[src/rtl/calc_pkg.sv]
// -----------------------------------------------------------------------------
// calc_pkg
// Shared types and constants for the matrix calculator front end.
//   loader_state_t : phases of the operand loader (fill A, fill B, hold)
//   op_t           : 2-bit operation select carried alongside the operands
//   INDEX_W        : width of the element index bus
//   MAX_ELEMS      : largest element count an index of INDEX_W can address
//   last_index()   : index of the final element of a DIM x DIM matrix
// -----------------------------------------------------------------------------
package calc_pkg;

  localparam int INDEX_W   = 4;
  localparam int MAX_ELEMS = 16;

  typedef enum logic [1:0] {
    LOAD_A = 2'd0,
    LOAD_B = 2'd1,
    HOLD   = 2'd2
  } loader_state_t;

  typedef enum logic [1:0] {
    OP_ADD = 2'd0,
    OP_SUB = 2'd1,
    OP_MUL = 2'd2,
    OP_AUX = 2'd3
  } op_t;

  // Elements are numbered row-major from 0, so the final one is DIM*DIM-1.
  function automatic logic [INDEX_W-1:0] last_index(input int dim);
    return INDEX_W'(dim * dim - 1);
  endfunction

endpackage

[src/rtl/btn_debounce.sv]
// -----------------------------------------------------------------------------
// btn_debounce
// Level debouncer for an already-synchronized push button.
//   clk        : system clock
//   rst        : asynchronous, active-low reset
//   raw        : synchronized but bouncy button level
//   stable     : debounced level, flips only after DEB_CYCLES agreeing samples
//   rise_pulse : registered one-cycle pulse the cycle after stable rises
// A level change is accepted only once raw has disagreed with stable for
// DEB_CYCLES consecutive samples; any agreeing sample restarts the count, so
// bounces shorter than that never reach the stable level.
// -----------------------------------------------------------------------------
module btn_debounce #(
  parameter int DEB_CYCLES = 250000
) (
  input  logic clk,
  input  logic rst,
  input  logic raw,
  output logic stable,
  output logic rise_pulse
);

  localparam int CNT_W = (DEB_CYCLES > 1) ? $clog2(DEB_CYCLES) : 1;
  localparam logic [CNT_W-1:0] CNT_LAST = CNT_W'(DEB_CYCLES - 1);

  logic [CNT_W-1:0] cnt;
  logic             stable_d;

  always_ff @(posedge clk or negedge rst) begin
    if (!rst) begin
      cnt        <= '0;
      stable     <= 1'b0;
      stable_d   <= 1'b0;
      rise_pulse <= 1'b0;
    end else begin
      stable_d   <= stable;
      // Edge detect on the previous-cycle stable level so the pulse lands
      // on the cycle after the rise and lasts exactly one cycle.
      rise_pulse <= stable & ~stable_d;

      if (raw == stable) begin
        cnt <= '0;
      end else if (cnt == CNT_LAST) begin
        stable <= ~stable;
        cnt    <= '0;
      end else begin
        cnt <= cnt + 1'b1;
      end
    end
  end

endmodule

[src/rtl/matrix_entry_loader.sv]
// -----------------------------------------------------------------------------
// matrix_entry_loader
// Turns debounced presses of the enter button into element writes, filling
// operand matrix A and then matrix B in row-major order, and hands the pair
// plus the latched operation to the calculator core over valid/ready.
//   clk            : system clock (25 MHz)
//   rst            : asynchronous, active-low reset
//   data_in        : synchronized element value, captured on an accepted press
//   enter          : synchronized, bouncy enter button
//   operation      : synchronized operation select, latched with B's last element
//   operands_ready : core accepts the presented operands
//   mat_a, mat_b   : operand matrices, element k at [k*WIDTH +: WIDTH]
//   op_out         : operation latched with the last element of B
//   operands_valid : mat_a/mat_b/op_out are complete and frozen
//   index          : index of the next element to be written
//   loading_b      : high while filling B or holding operands
//   enter_ack      : one-cycle pulse per accepted press
// -----------------------------------------------------------------------------
module matrix_entry_loader
  import calc_pkg::*;
#(
  parameter int DIM        = 2,
  parameter int WIDTH      = 8,
  parameter int DEB_CYCLES = 250000
) (
  input  logic                       clk,
  input  logic                       rst,
  input  logic [WIDTH-1:0]           data_in,
  input  logic                       enter,
  input  logic [1:0]                 operation,
  input  logic                       operands_ready,
  output logic [DIM*DIM*WIDTH-1:0]   mat_a,
  output logic [DIM*DIM*WIDTH-1:0]   mat_b,
  output logic [1:0]                 op_out,
  output logic                       operands_valid,
  output logic [INDEX_W-1:0]         index,
  output logic                       loading_b,
  output logic                       enter_ack
);

  localparam logic [INDEX_W-1:0] LAST_IDX = last_index(DIM);

  loader_state_t state;
  op_t           op_q;
  logic          enter_stable;
  logic          accept;

  btn_debounce #(
    .DEB_CYCLES (DEB_CYCLES)
  ) u_enter_deb (
    .clk        (clk),
    .rst        (rst),
    .raw        (enter),
    .stable     (enter_stable),
    .rise_pulse (accept)
  );

  // The accept pulse is already a register, so it doubles as the ack output
  // and is exactly aligned with the write it triggers.
  assign enter_ack = accept;
  assign op_out    = op_q;

  // An accept can only follow a cycle in which the debounced level was high.
  accept_follows_stable: assert property (
    @(posedge clk) disable iff (!rst) accept |-> $past(enter_stable)
  );

  always_ff @(posedge clk or negedge rst) begin
    if (!rst) begin
      state          <= LOAD_A;
      mat_a          <= '0;
      mat_b          <= '0;
      op_q           <= OP_ADD;
      operands_valid <= 1'b0;
      index          <= '0;
      loading_b      <= 1'b0;
    end else begin
      case (state)
        LOAD_A: begin
          if (accept) begin
            mat_a[int'(index)*WIDTH +: WIDTH] <= data_in;
            if (index == LAST_IDX) begin
              index     <= '0;
              loading_b <= 1'b1;
              state     <= LOAD_B;
            end else begin
              index <= index + 1'b1;
            end
          end
        end

        LOAD_B: begin
          if (accept) begin
            mat_b[int'(index)*WIDTH +: WIDTH] <= data_in;
            if (index == LAST_IDX) begin
              op_q           <= op_t'(operation);
              index          <= '0;
              operands_valid <= 1'b1;
              state          <= HOLD;
            end else begin
              index <= index + 1'b1;
            end
          end
        end

        HOLD: begin
          // Operands stay frozen; presses are acknowledged but not stored.
          // A press coinciding with the handshake is dropped as well, so the
          // next press after release lands in A[0].
          if (operands_valid && operands_ready) begin
            operands_valid <= 1'b0;
            loading_b      <= 1'b0;
            index          <= '0;
            state          <= LOAD_A;
          end
        end

        default: begin
          state <= LOAD_A;
        end
      endcase
    end
  end

endmodule

[config.mk]
export PLATFORM = sky130hd
export DESIGN_NAME = matrix_entry_loader
export DESIGN_NICKNAME = d
export VERILOG_FILES = /design/src/rtl/calc_pkg.sv /design/src/rtl/btn_debounce.sv /design/src/rtl/matrix_entry_loader.sv
export SDC_FILE = /design/constraint.sdc
export NUM_CORES = 1
export LEC_CHECK = 0
export ABC_AREA = 1
export ABC_CLOCK_PERIOD_IN_PS = 2730
export BUFFER_PORTS_ARGS = -buffer_cell sky130_fd_sc_hd__buf_2
export CORE_ASPECT_RATIO = 0.75
export CORE_MARGIN = 3
export CORE_UTILIZATION = 55
export CTS_CLUSTER_SIZE = 25
export DETAILED_ROUTE_END_ITERATION = 12
export PLACE_DENSITY = 0.9
export SKIP_LAST_GASP = 1
export SLEW_MARGIN = 0
export SYNTH_ARGS = -nofsm -noshare
export SYNTH_HDL_FRONTEND = slang
export SYNTH_HIERARCHICAL = 1
export SYNTH_SLANG_ARGS = --single-unit
[constraint.sdc]
create_clock -name clk -period 2.73 [get_ports clk]
set_input_delay 0.819 -clock clk [delete_from_list [all_inputs] [get_ports clk]]
set_output_delay 0.819 -clock clk [all_outputs]
set_load 0.02 [all_outputs]
==> run metrics <==
status finished clean; Crit. End Element flip-flop; Clock Sink Count 95; area grow syn2layout 17.3%; share of cells above drive strength 1 24.6%; power density over cell area 1120 mW/mm2; Final Util 68.5%; total power draw 5.79 mW; Ports 87; Static Leak 2.45 nW; Worst Slack Setup Final 0.322 ns; HP Class flip-flop to flip-flop; Syn Nets 513; DP HPWL 7960 um; port bufs 86; gr ovfl total 0; WP data arrival 2.66 ns; cts bufs inserted 9; clk_skew 0.00680 ns; Vias per Instance 5.53; largest net degree at the start of global routing 54; pre-CTS worst setup slack 0.381 ns; Hold Vio Cnt, Final 0; WL final 10800 um; top cell type's share of synthesized area 53.8%; Yosys reg bits 95; hold path depth 1; Fmax 415 MHz; DRC 0; Post-CTS Setup Bufs 0; yosys warns 6; Row Count 27; Cell variety after synth 36; Post-CTS Resized 0; TritonRoute pass-1 iters 5; fin crit share 88.2%; unrepaired setup endpoints after global routing no; Worst-Skew Late Latency 0.36 ns; Layout Cells excl Fill 687; CTS Buffer Depth 2; cts hold-fix bufs 0; final-report setup violation count 0; Slew HR 55.8%; CP Capture Point mat_a[4]$_DFFE_PN0P_; MaxCap Viol Count 0; CP startpoint kind flip-flop; CTS HTree Levels 3; Crit. Startpoint index[0]$_DFFE_PN0P_; global-route wire length before repair 17800 um; Syn Inst Count 495; initial antenna violation count 0; CP Data Required Time 2.98 ns; Final Net Count 599; placed cells 671; Worst R2R Start index[0]$_DFFE_PN0P_; R2R setup slack 0.32 ns; Mapped Area 0.00442 mm2; Slew Viols, Final 0; DR vias 3799; sequential area share after synthesis 53.8%; Reg-to-Reg End mat_a[4]$_DFFE_PN0P_; minimum clock period 2.41 ns; clock-pin slew on the worst setup and hold paths 0.09 ns; gr usage total 24.7%; Worst-Margin Slew 0.664 ns; total negative slack 0 ns; leading area contributor after synthesis dfrtp_1; antenna viol nets, final 0; CTS tree done; top area cells in the synthesized netlist dfrtp_1, nand2_1, nand4_1; number of global-route vias before repair 3635; Post-Syn Area per Cell 8.92 um2; die span in x 109 um; crit path max fanout 18; ANT cells 0; core area 0.00757 mm2; Die Area 0.00915 mm2; R2R cell count 8; die span in y 83.6 um; Wirelength per Cell 15.7 um; DRT iter0 DRCs 366; Root Driver clkbuf_8; Final GP Congestion 0.889; Hold Startpoint u_enter_deb/stable_d$_DFF_PN0_; Critical Setup Path Class flip-flop to flip-flop; initial core utilization 58.4%; Max VDD drop 0.000737 V
-- layout by cell type (no fill, tap or decap), types with 3 or more instances in the layout --
master / netlist / routed
ha_1: 4 / 4
o21ai_0: 3 / 3
o21ai_2: 3 / 3
clkbuf_8: 0 / 10
a21oi_1: 6 / 6
o21ai_1: 13 / 13
nand4_1: 54 / 54
bufinv_16: 0 / 3
nand3_2: 4 / 4
buf_2: 7 / 85
buf_4: 2 / 7
nand3_1: 16 / 16
inv_1: 27 / 27
nor2_4: 5 / 5
nor2_1: 47 / 45
nand2_2: 5 / 5
dfrtp_1: 95 / 95
nor2_2: 5 / 7
xor2_1: 8 / 8
nand2_1: 161 / 161
-- where the power goes --
group	switching, mW	internal (mW)	leakage, nW
Sequential	0.307	1.84	1.04
Combinational	1.81	0.738	1.29
Clock	0.478	0.630	0.122
-- critical path, stage by stage (launching register included) --
cell     delay [ns]
dfrtp_1        0.54
nor2_1         0.23
nand2_1        0.08
ha_1           0.48
nand2_2        0.15
o21ai_4        0.45
nand3_4        0.20
nand2_1        0.12
nand2_1        0.06
-- through the flow --
stage	hold slack [ns]	cell area [um2]
after floorplan	0.378	4420
after global placement	0.386	4940
after detailed placement	0.400	4940
after CTS	0.415	5180
after global routing	0.444	5180
final	0.415	5180
-- kinds of logic after synthesis --
kind of cell / after synthesis / share of synthesized area, %
multiplexers: 2 / 0.510
AND/OR/NAND/NOR: 304 / 32.6
AO/OA/AOI/OAI: 31 / 4.22
buffers and inverters: 47 / 4.96
XOR/XNOR: 12 / 2.72
flip-flops: 95 / 53.8
adder cells (fa/ha/maj): 4 / 1.13
-- cell usage after synthesis (all sizes together) --
cell type,instances
ha,4
nand3,22
o22ai,2
clkbuf,6
mux2,2
o21bai,1
xor2,9
a21oi,6
inv,29
nand4,54
buf,12
o21ai,20
a21boi,1
nor3,2
nor3b,1
nand2,167
dfrtp,95
xnor2,3
a31oi,1
nor2,58
-- metal layers --
metal,global-route usage (%),share of wire [%],up-vias
met5,0,0,-
met2,38.1,46,194
li1,-,-,1802
met1,34.5,44,1787
met3,6.19,9.3,16
met4,7.36,1.3,0
-- registers in the layout (all words and copies together), names as in the netlist --
| register | flops |
|---|---|
| loading_b | 1 |
| state | 2 |
| mat_a | 32 |
| operands_valid | 1 |
| index | 4 |
| u_enter_deb/stable | 1 |
| u_enter_deb/stable_d | 1 |
| op_out | 2 |
| mat_b | 32 |
| u_enter_deb/rise_pulse | 1 |
| u_enter_deb/cnt | 18 |
-- worst min-delay path by stage --
stage	endpoint	slack [ns]
after floorplan	u_enter_deb/rise_pulse$_DFF_PN0_	0.38
after global placement	u_enter_deb/rise_pulse$_DFF_PN0_	0.39
after detailed placement	u_enter_deb/rise_pulse$_DFF_PN0_	0.40
after CTS	u_enter_deb/rise_pulse$_DFF_PN0_	0.42
after global routing	u_enter_deb/rise_pulse$_DFF_PN0_	0.44
final	u_enter_deb/rise_pulse$_DFF_PN0_	0.41
-- cell type report --
| cell class | instances | area, um2 |
|---|---|---|
| clock buffers | 10 | 138 |
| clock inverters | 6 | 108 |
| fillers | 554 | 2390 |
| inverters | 29 | 109 |
| multi-input cells | 353 | 1830 |
| flip-flops and latches | 95 | 2380 |
| well taps | 101 | 126 |
| repair buffers | 93 | 498 |
No activity file was read; power rests on OpenSTA's default activity.
